File: src/rtl/mc_control_unit.sv
// Multicycle RV64I control FSM: decodes opcode/funct fields and drives datapath
// enables and mux selects, with configurable memory wait states, trap and halt.
module mc_control_unit #(
  parameter int unsigned MEM_WAIT     = 1,
  parameter bit          ILLEGAL_TRAP = 1'b1
) (
  input  logic       clk,
  input  logic       reset,
  input  logic [6:0] opcode,
  input  logic [2:0] funct3,
  input  logic [6:0] funct7,
  input  logic       resume,
  output logic [4:0] state_out,
  output logic       ir_load,
  output logic       pc_write,
  output logic       reg_write,
  output logic       mem_write,
  output logic       load_a,
  output logic       load_b,
  output logic       load_aout,
  output logic       load_mdr,
  output logic [3:0] pc_wr_cond,
  output logic [1:0] pc_source,
  output logic [1:0] alu_src_a,
  output logic [1:0] alu_src_b,
  output logic [2:0] alu_fct,
  output logic [2:0] mem_to_reg,
  output logic [1:0] shift,
  output logic       halted,
  output logic       illegal
);

  typedef enum logic [4:0] {
    S_RST    = 5'd0,  S_FETCH = 5'd1,  S_FWAIT = 5'd2,  S_DECODE = 5'd3,
    S_ADDR   = 5'd4,  S_MRD   = 5'd5,  S_MWB   = 5'd6,  S_MWR    = 5'd7,
    S_EXR    = 5'd8,  S_EXI   = 5'd9,  S_WBALU = 5'd10, S_BRANCH = 5'd11,
    S_LUI    = 5'd12, S_SHIFT = 5'd13, S_SLT   = 5'd14, S_JAL    = 5'd15,
    S_JALR   = 5'd16, S_TRAP  = 5'd17, S_HALT  = 5'd18
  } state_t;

  localparam logic [2:0] FCT_ADD = 3'b001;
  localparam logic [2:0] FCT_SUB = 3'b010;
  localparam logic [2:0] FCT_AND = 3'b011;
  localparam logic [2:0] FCT_CMP = 3'b111;
  // A zero-wait memory still needs one MRD cycle to latch the data.
  localparam logic [3:0] LAST = (MEM_WAIT == 0) ? 4'd0 : 4'(MEM_WAIT - 1);

  state_t     state, next_state, dispatch;
  logic [3:0] wait_cnt;
  logic       wait_done;

  assign wait_done = (wait_cnt == LAST);
  assign state_out = state;

  always_ff @(posedge clk or posedge reset) begin
    if (reset) begin
      state    <= S_RST;
      wait_cnt <= '0;
    end else begin
      state <= next_state;
      if (state == S_FWAIT || state == S_MRD) wait_cnt <= wait_cnt + 4'd1;
      else                                    wait_cnt <= '0;
    end
  end

  always_comb begin
    dispatch = ILLEGAL_TRAP ? S_TRAP : S_FETCH;
    case (opcode)
      7'b0110011: begin
        if (funct7 == 7'b0000000 && funct3 == 3'b010) dispatch = S_SLT;
        else if ((funct7 == 7'b0000000 && (funct3 == 3'b000 || funct3 == 3'b111)) ||
                 (funct7 == 7'b0100000 && funct3 == 3'b000)) dispatch = S_EXR;
      end
      7'b0010011: begin
        case (funct3)
          3'b000:         dispatch = S_EXI;
          3'b010:         dispatch = S_SLT;
          3'b001, 3'b101: dispatch = S_SHIFT;
          default:        ;
        endcase
      end
      7'b0000011: if (funct3 == 3'b011) dispatch = S_ADDR;
      7'b0100011: if (funct3 == 3'b111) dispatch = S_ADDR;
      7'b1100011: begin
        if (funct3 == 3'b000 || funct3 == 3'b001 || funct3 == 3'b100 || funct3 == 3'b101)
          dispatch = S_BRANCH;
      end
      7'b1100111: if (funct3 == 3'b000) dispatch = S_JALR;
      7'b1101111: dispatch = S_JAL;
      7'b0110111: dispatch = S_LUI;
      7'b1110011: dispatch = S_HALT;
      default:    ;
    endcase
  end

  always_comb begin
    next_state = S_RST;
    case (state)
      S_RST:    next_state = S_FETCH;
      S_FETCH:  next_state = (MEM_WAIT == 0) ? S_DECODE : S_FWAIT;
      S_FWAIT:  next_state = wait_done ? S_DECODE : S_FWAIT;
      S_DECODE: next_state = dispatch;
      S_ADDR:   next_state = (opcode == 7'b0000011) ? S_MRD : S_MWR;
      S_MRD:    next_state = wait_done ? S_MWB : S_MRD;
      S_EXR, S_EXI: next_state = S_WBALU;
      S_MWB, S_MWR, S_WBALU, S_BRANCH, S_LUI, S_SHIFT, S_SLT, S_JAL, S_JALR:
                next_state = S_FETCH;
      S_TRAP:   next_state = S_TRAP;
      S_HALT:   next_state = resume ? S_FETCH : S_HALT;
      default:  next_state = S_RST;
    endcase
  end

  always_comb begin
    ir_load = 1'b0; pc_write = 1'b0; reg_write = 1'b0; mem_write = 1'b0;
    load_a = 1'b0; load_b = 1'b0; load_aout = 1'b0; load_mdr = 1'b0;
    pc_wr_cond = '0; pc_source = '0; alu_src_a = '0; alu_src_b = '0;
    alu_fct = '0; mem_to_reg = '0; shift = '0; halted = 1'b0; illegal = 1'b0;
    case (state)
      // Without a wait state the fetch completes in FETCH itself.
      S_FETCH, S_FWAIT: begin
        if ((state == S_FETCH && MEM_WAIT == 0) || (state == S_FWAIT && wait_done)) begin
          ir_load = 1'b1; pc_write = 1'b1; alu_src_b = 2'd1; alu_fct = FCT_ADD;
        end
      end
      S_DECODE: begin
        load_a = 1'b1; load_b = 1'b1; load_aout = 1'b1;
        alu_src_b = 2'd3; alu_fct = FCT_ADD;
      end
      S_ADDR: begin
        alu_src_a = 2'd1; alu_src_b = 2'd2; alu_fct = FCT_ADD; load_aout = 1'b1;
      end
      S_MRD: load_mdr = wait_done;
      S_MWB: begin reg_write = 1'b1; mem_to_reg = 3'd1; end
      S_MWR: mem_write = 1'b1;
      S_EXR: begin
        alu_src_a = 2'd1; load_aout = 1'b1;
        if (funct3 == 3'b111) alu_fct = FCT_AND;
        else if (funct7[5])   alu_fct = FCT_SUB;
        else                  alu_fct = FCT_ADD;
      end
      S_EXI: begin
        alu_src_a = 2'd1; alu_src_b = 2'd2; alu_fct = FCT_ADD; load_aout = 1'b1;
      end
      S_WBALU: reg_write = 1'b1;
      S_SLT: begin
        alu_src_a = 2'd1; alu_src_b = (opcode == 7'b0010011) ? 2'd2 : 2'd0;
        alu_fct = FCT_CMP; reg_write = 1'b1; mem_to_reg = 3'd5;
      end
      S_SHIFT: begin
        reg_write = 1'b1; mem_to_reg = 3'd3;
        if (funct3 == 3'b001)  shift = 2'b00;
        else if (funct7[5])    shift = 2'b10;
        else                   shift = 2'b01;
      end
      S_LUI: begin reg_write = 1'b1; mem_to_reg = 3'd2; end
      S_BRANCH: begin
        alu_src_a = 2'd1; pc_source = 2'd1;
        alu_fct = funct3[2] ? FCT_CMP : FCT_SUB;
        case (funct3)
          3'b000:  pc_wr_cond = 4'b0001;
          3'b001:  pc_wr_cond = 4'b0010;
          3'b101:  pc_wr_cond = 4'b0100;
          3'b100:  pc_wr_cond = 4'b1000;
          default: pc_wr_cond = 4'b0000;
        endcase
      end
      S_JAL: begin
        reg_write = 1'b1; mem_to_reg = 3'd4; pc_write = 1'b1; pc_source = 2'd1;
      end
      S_JALR: begin
        reg_write = 1'b1; mem_to_reg = 3'd4; pc_write = 1'b1; pc_source = 2'd2;
        alu_src_a = 2'd1; alu_src_b = 2'd2; alu_fct = FCT_ADD;
      end
      S_TRAP: illegal = 1'b1;
      S_HALT: halted = 1'b1;
      default: ;
    endcase
  end

endmodule

File: config.mk
export PLATFORM = sky130hd
export DESIGN_NAME = mc_control_unit
export DESIGN_NICKNAME = d
export VERILOG_FILES = /design/src/rtl/mc_control_unit.sv
export SDC_FILE = /design/constraint.sdc
export NUM_CORES = 1
export LEC_CHECK = 0
export CELL_PAD_IN_SITES_DETAIL_PLACEMENT = 0
export CELL_PAD_IN_SITES_GLOBAL_PLACEMENT = 1
export CORE_MARGIN = 2
export CORE_UTILIZATION = 33
export DETAILED_ROUTE_END_ITERATION = 8
export PLACE_DENSITY = 0.88
export SLEW_MARGIN = 10
export SYNTH_ARGS = -nofsm -noshare
export SYNTH_HDL_FRONTEND = slang
export SYNTH_SLANG_ARGS = --single-unit
export TNS_END_PERCENT = 100
File: constraint.sdc
create_clock -name clk -period 4.6 [get_ports clk]
set_input_delay 1.38 -clock clk [delete_from_list [all_inputs] [get_ports clk]]
set_output_delay 1.38 -clock clk [all_outputs]
set_load 0.005 [all_outputs]
==> impl_metrics.py, run 1 <==
metrics = {
    "run_status": {
        "run_status": "completed",
    },
    "synthesis": {
        "synth.cell_area_um2": 1410,
        "synth.avg_cell_area_um2": 7.04,
        "synthesis.nets": 222,
        "synth.yosys.seq_area_share_pct": 16.0,
        "dominantRegCellSynth": "sky130_fd_sc_hd__dfrtp_1",
        "synth_cell_type_count": 64,
        "synth-async-reset-ratio_pct": 100,
        "syn-instance-count": 200,
        "synth_seq_cells": 9,
        "ys_warn_count": 0,
        "number_of_enable_type_register_cells_in_the_synthesized_netlist": 0,
    },
    "global_route": {
        "first_global_vias": 1450,
        "grt_first_pass_wirelength_um": 6600,
        "antenna_found_initial": 0,
        "total_gr_overflow": 0,
        "grt_max_degree": 21,
        "grt_use_total_pct": 15.8,
    },
    "cts": {
        "ctsLongestPathBuffers": 2,
        "cts_resized": 0,
        "tritoncts.num_buffers": 3,
        "cts_post_setup_buffers_inserted": 0,
        "cts.htree.levels": 1,
        "clk_pin_slew_worst_paths_ns": 0.04,
        "postCtsHoldBufs": 0,
        "tritoncts": "done",
        "clock-sinks": 9,
        "cts-root-buf": "sky130_fd_sc_hd__clkbuf_8",
        "insertion_delay_ns": 0.23,
    },
    "finish": {
        "total_inserted_antenna_cells": 0,
        "post_route_cells_drive_above_1_share_pct": 11.5,
        "layout-area-overhead-vs-synth_pct": 44.2,
        "layout_commonest_cell": "sky130_fd_sc_hd__clkdlybuf4s50_1",
        "final_cell_mix": "sky130_fd_sc_hd__clkdlybuf4s50_1, sky130_fd_sc_hd__nor2_1, sky130_fd_sc_hd__nand2_1, sky130_fd_sc_hd__buf_4, sky130_fd_sc_hd__nor3_1",
        "layout.nets": 275,
        "final_cell_count_no_fill": 302,
    },
    "detailed_routing": {
        "postRouteAntennaNets": 0,
        "drtIter0Drc": 78,
        "via_count": 1629,
        "routedWlPerCell_um": 12.8,
        "drcViolationCount": 0,
        "drt_pass1_iterations": 4,
        "routed_wire_length_um": 3860,
        "routed_via_density": 5.39,
    },
    "hold_path": {
        "worst_hold_path_type": "reg2reg",
        "hold_start": "wait_cnt[0]",
    },
    "floorplanning": {
        "floorplan.die.width_um": 69.3,
        "effective_utilization_at_floorplan_pct": 34.7,
        "coreArea_um2": 4060,
        "die_area_um2": 4810,
        "i_o_pins": 53,
        "die_height_um": 69.3,
        "placement_rows": 23,
    },
    "critical_path": {
        "timing.critical_path.mode_cell": "sky130_fd_sc_hd__clkdlybuf4s50_1",
        "cp.buffers_inverters": 2,
        "timing.rr.start": "wait_cnt[0]",
        "worst_setup_path_end_kind": "output port",
        "worst-setup-path-type": "in2out",
        "cpLargestDelayFamily": "buffers and inverters",
        "startpoint": "funct3[0]",
        "path_cells": "clkdlybuf4s50_1, and2_1, nand2_1, a21oi_1, or4b_1, clkdlybuf4s50_1",
        "critical_path_arrival_ns": 3.09,
        "slowest_stage": "sky130_fd_sc_hd__or4b_1",
        "cp_max_fo": 3,
        "cp.required_ns": 3.22,
        "max_stage_delay_ns": 0.49,
        "critical_path.startpoint_type": "input pin",
    },
    "timing": {
        "final_hold_viols": 0,
        "fin_tns_setup_ns": 0,
        "worst_margin_pin_slew_ns": 0.516,
        "maxClockFrequency_ghz": 0.224,
        "period_share_pct": 97.1,
        "slew_viol_final": 0,
        "clock_skew_ns": 0.000405,
        "setup_repair_after_global_routing_missed_its_margin": "false",
        "timing.max_slew.rel_slack_pct": 65.6,
        "final-setup-viol-count": 0,
        "layout_min_cycle_time_ns": 4.47,
        "worst_slack_ns": 0.133,
    },
    "power_and_ir_drop": {
        "power.density_cell_area_nw_per_um2": 342,
        "power.leakage_nw": 0.814,
        "worst_ir_drop_vdd_mv": 0.102,
    },
    "placement": {
        "hpwlAfterDp_um": 3170,
        "pre_cts_slack_ns": 0.0204,
        "gp_congestion": 0.862,
        "port_buffers": 51,
        "placed_cells_incl_taps": 298,
    },
    "job": {
        "max_cap_violations": 0,
    },
}
-- power by group --
group          internal (mW)  switching (mW)  total, mW
Combinational          0.248           0.228      0.476
Clock                 0.0601          0.0282     0.0883
Sequential            0.0983          0.0331      0.131
Total                  0.406           0.289      0.695
-- worst register-to-register path, stage by stage (launching register included) --
cell and delay, ns:
sky130_fd_sc_hd__dfrtp_1 0.40, sky130_fd_sc_hd__inv_1 0.07, sky130_fd_sc_hd__ha_1 0.12, sky130_fd_sc_hd__or3b_1 0.41, sky130_fd_sc_hd__nand2b_1 0.19, sky130_fd_sc_hd__a21oi_1 0.14
sky130_fd_sc_hd__nor3_1 0.06, sky130_fd_sc_hd__or3_1 0.34
-- sequential cells by signal, indices dropped and copies added, names as in the netlist --
signal,cells
state_out,5
wait_cnt,4
-- stage by stage --
step	area, um2	hold WS [ns]	total power [mW]	utilization (%)
final	2030	0.481	0.695	50.1
after global routing	2030	0.510	0.756	50.1
after CTS	2020	0.482	0.705	49.8
after detailed placement	1980	0.476	0.612	48.7
after global placement	1980	0.478	0.611	48.7
after floorplan	1410	0.450	0.400	-
-- Yosys cell counts, types with 2 or more instances --
cell type                   instances  area (um2)
sky130_fd_sc_hd__a2111oi_0          2        17.5
sky130_fd_sc_hd__a21oi_1           10        50.1
sky130_fd_sc_hd__a311oi_1           2        17.5
sky130_fd_sc_hd__a31oi_1            3        18.8
sky130_fd_sc_hd__and3b_1            2        17.5
sky130_fd_sc_hd__buf_2              4        20.0
sky130_fd_sc_hd__buf_4              4        30.0
sky130_fd_sc_hd__buf_6              3        33.8
sky130_fd_sc_hd__clkbuf_1           4        15.0
sky130_fd_sc_hd__dfrtp_1            9         225
sky130_fd_sc_hd__ha_1               2        25.0
sky130_fd_sc_hd__inv_1              9        33.8
sky130_fd_sc_hd__nand2_1           24        90.1
sky130_fd_sc_hd__nand2b_1           7        43.8
sky130_fd_sc_hd__nand3_1            8        40.0
sky130_fd_sc_hd__nand4b_1           2        17.5
sky130_fd_sc_hd__nor2_1            24        90.1
sky130_fd_sc_hd__nor2b_1            7        43.8
sky130_fd_sc_hd__nor3_1            12        60.1
sky130_fd_sc_hd__nor3b_1            2        15.0
sky130_fd_sc_hd__nor4_1             3        18.8
sky130_fd_sc_hd__o211ai_1           3        22.5
sky130_fd_sc_hd__o21ai_0           10        50.1
sky130_fd_sc_hd__o22a_1             2        17.5
sky130_fd_sc_hd__xnor2_1            2        17.5
sky130_fd_sc_hd__xor2_1             2        17.5
-- area by class of cell --
type | instances | area, um2
well taps | 50 | 62.6
inverters | 9 | 33.8
repair buffers | 64 | 613
fillers | 418 | 2030
multi-input cells | 166 | 1050
flip-flops and latches | 9 | 225
clock buffers | 4 | 45.0
-- final timing paths --
| kind | end | slack (ns) | cells past startpoint |
|---|---|---|---|
| worst max-delay path | alu_fct[0] | 0.13 | 6 |
| worst min-delay path | wait_cnt[0] | 0.48 | 1 |
| worst max register to register | state_out[0] | 2.73 | 7 |
| worst min register to register | wait_cnt[0] | 0.48 | 1 |
| max in group asynchronous | state_out[2] | 2.94 | 2 |
| min in group asynchronous | wait_cnt[0] | 1.42 | 2 |
-- layer usage --
metal | wire length [um] | global-route usage, %
met5 | 0 | 0
met4 | 0 | 1.96
met3 | 161 | 1.31
met2 | 1950 | 27.6
met1 | 1740 | 21.7
-- logic make-up (layout without fill, tap and decap cells) --
logic type      Yosys count  after routing  share of synthesized area [%]
simple gates            109            109                           44.1
xor+xnor                  4              4                           2.49
compound gates           48             48                           24.2
flops                     9              9                           16.0
fa+ha+maj                 2              2                           1.78
other cells               1              1                          0.266
buf+inv                  25             77                           9.68
mux                       2              2                           1.51
(Power assumes the default switching activity.)
==> inputs of run 2 (changes only) <==
==> config.mk (replaced) <==
export PLATFORM = sky130hd
export DESIGN_NAME = mc_control_unit
export DESIGN_NICKNAME = d
export VERILOG_FILES = /design/src/rtl/mc_control_unit.sv
export SDC_FILE = /design/constraint.sdc
export NUM_CORES = 1
export LEC_CHECK = 0
export CELL_PAD_IN_SITES_DETAIL_PLACEMENT = 1
export CELL_PAD_IN_SITES_GLOBAL_PLACEMENT = 2
export CORE_MARGIN = 2
export CORE_UTILIZATION = 25
export DETAILED_ROUTE_END_ITERATION = 8
export PLACE_DENSITY = 0.87
export SETUP_SLACK_MARGIN = 0.15
export SYNTH_ARGS = -nofsm -noshare
export SYNTH_HDL_FRONTEND = slang
export SYNTH_SLANG_ARGS = --single-unit
export TNS_END_PERCENT = 100
==> run 2 against run 1 <==
Against the previous run: sequential power increased by 8%; power up 2.4%; die area up 30%; maximum frequency is 2.9% higher; non-clock buffer count increased by 2; clock power up 3.9%; clock skew grew 0.0020 ns; critical path type unchanged; critical path depth grew 1.
==> impl_metrics.py, run 2 (synthesis results as in run 1) <==
metrics = {
    "run_status": {
        "run_status": "completed",
    },
    "critical_path": {
        "max_stage_delay_ns": 0.51,
        "cp.required_ns": 3.22,
        "timing.critical_path.mode_cell": "sky130_fd_sc_hd__clkdlybuf4s50_1",
        "timing.rr.start": "wait_cnt[0]",
        "worst_r2r_path_depth": 7,
        "cp.buffers_inverters": 4,
        "critical_path.startpoint_type": "input pin",
        "regToRegSetupSlack_ns": 2.62,
        "critical_path.reg2reg.endpoint": "state_out[0]",
        "critical_path_arrival_ns": 2.96,
        "worst_setup_path_end_kind": "output port",
        "cp_max_fo": 12,
        "worst-setup-path-type": "in2out",
        "path_cells": "clkdlybuf4s50_1, buf_6, inv_1, nand2_1, o211ai_1, nor2_1, clkdlybuf4s50_1",
        "cpLargestDelayFamily": "buffers and inverters",
        "slowest_stage": "sky130_fd_sc_hd__clkdlybuf4s50_1",
    },
    "floorplanning": {
        "coreArea_um2": 5470,
        "die_area_um2": 6250,
        "placement_rows": 27,
        "effective_utilization_at_floorplan_pct": 25.7,
        "i_o_pins": 53,
        "die_height_um": 79.1,
        "floorplan.die.width_um": 79.1,
    },
    "power_and_ir_drop": {
        "worst_ir_drop_vdd_mv": 0.119,
        "power.leakage_nw": 0.807,
        "power.density_cell_area_nw_per_um2": 345,
    },
    "hold_path": {
        "timing.hold.worst_path_depth": 1,
        "hold-path-endpoint": "wait_cnt[0]",
        "worst_hold_path_type": "reg2reg",
        "hold_start": "wait_cnt[0]",
    },
    "finish": {
        "post_route_cells_drive_above_1_share_pct": 11.8,
        "total_inserted_antenna_cells": 0,
        "layout-area-overhead-vs-synth_pct": 46.4,
        "fillers": 702,
        "layout.nets": 277,
        "layout_commonest_cell": "sky130_fd_sc_hd__clkdlybuf4s50_1",
        "largest_register_ffs": 5,
        "final_cell_mix": "sky130_fd_sc_hd__clkdlybuf4s50_1, sky130_fd_sc_hd__nor2_1, sky130_fd_sc_hd__nand2_1, sky130_fd_sc_hd__buf_4, sky130_fd_sc_hd__nor3_1",
    },
    "placement": {
        "port_buffers": 51,
        "hpwlAfterDp_um": 3810,
        "gp_congestion": 0.790,
        "pre_cts_slack_ns": 0.0979,
    },
    "timing": {
        "worst_slack_ns": 0.257,
        "final-setup-viol-count": 0,
        "setup_repair_after_global_routing_missed_its_margin": "false",
        "period_share_pct": 94.4,
        "final_hold_viols": 0,
        "maxClockFrequency_ghz": 0.230,
        "clock_skew_ns": 0.00238,
        "slew_viol_final": 0,
        "fin_tns_setup_ns": 0,
        "timing.max_slew.rel_slack_pct": 63.4,
        "worst_margin_pin_slew_ns": 0.549,
        "layout_min_cycle_time_ns": 4.34,
    },
    "detailed_routing": {
        "routed_via_density": 5.09,
        "routedWlPerCell_um": 14.4,
        "drt_pass1_iterations": 4,
        "via_count": 1659,
        "postRouteAntennaNets": 0,
        "drtIter0Drc": 146,
        "routed_wire_length_um": 4690,
        "drcViolationCount": 0,
    },
    "cts": {
        "cts_post_setup_buffers_inserted": 0,
        "postCtsHoldBufs": 0,
        "tritoncts.num_buffers": 3,
        "insertion_delay_ns": 0.23,
        "tritoncts": "done",
        "cts-root-buf": "sky130_fd_sc_hd__clkbuf_8",
        "clk_pin_slew_worst_paths_ns": 0.04,
        "ctsLongestPathBuffers": 2,
        "cts.htree.levels": 1,
        "clock-sinks": 9,
    },
    "global_route": {
        "total_gr_overflow": 0,
        "first_global_vias": 1665,
        "antenna_found_initial": 0,
        "grt_first_pass_wirelength_um": 7870,
        "grt_max_degree": 19,
        "grt_use_total_pct": 15.3,
    },
    "job": {
        "max_cap_violations": 0,
    },
}
[run 2: worst max path at each step]
stage | start | endpoint | slack (ns) | depth (start not counted)
after detailed placement | opcode[1] | alu_src_b[1] | 0.1 | 5
after floorplan | funct3[0] | alu_fct[0] | 0.93 | 5
after CTS | funct3[1] | shift[1] | 0.23 | 7
final | funct3[1] | shift[1] | 0.26 | 7
after global routing | funct3[1] | shift[1] | 0.15 | 7
after global placement | opcode[1] | alu_src_b[1] | 0.09 | 5
[run 2: timing repair]
action,in CTS,in global routing
pin swaps,0,1
endpoints found under the setup margin,2,1
endpoints found under the hold margin,0,0
resized for setup,4,1
[run 2: stage by stage]
stage	instance area, um2	power (mW)	util, %	instances	hold slack (ns)
floorplan	1410	0.400	-	200	0.450
global placement	2020	0.624	36.9	322	0.481
detailed placement	2020	0.632	36.9	322	0.477
CTS	2060	0.716	37.6	326	0.493
global route	2060	0.775	37.7	326	0.537
finish	2060	0.712	37.7	326	0.492
[run 2: final cells by class]
class,instances,area [um2],share of cell area [%]
repair buffers,66,622,30.1
flip-flops and latches,9,225,10.9
clock buffers,4,45.0,2.18
well taps,72,90.1,4.37
multi-input cells,166,1050,50.8
inverters,9,33.8,1.64
[run 2: per-layer routing]
metal  up-vias  track usage, %  routed length (um)
li1        828               -                   -
met1       769            20.1                2120
met2        51            26.2                2260
met3        11            1.59                 222
met4         0            4.66                  85
met5         -               0                   0
[run 2: report_power, final]
part           leakage [nW]  switching [mW]  internal, mW
registers             0.119          0.0438        0.0981
logic                 0.665           0.238         0.240
clock network        0.0228          0.0313        0.0604
total                 0.807           0.313         0.398
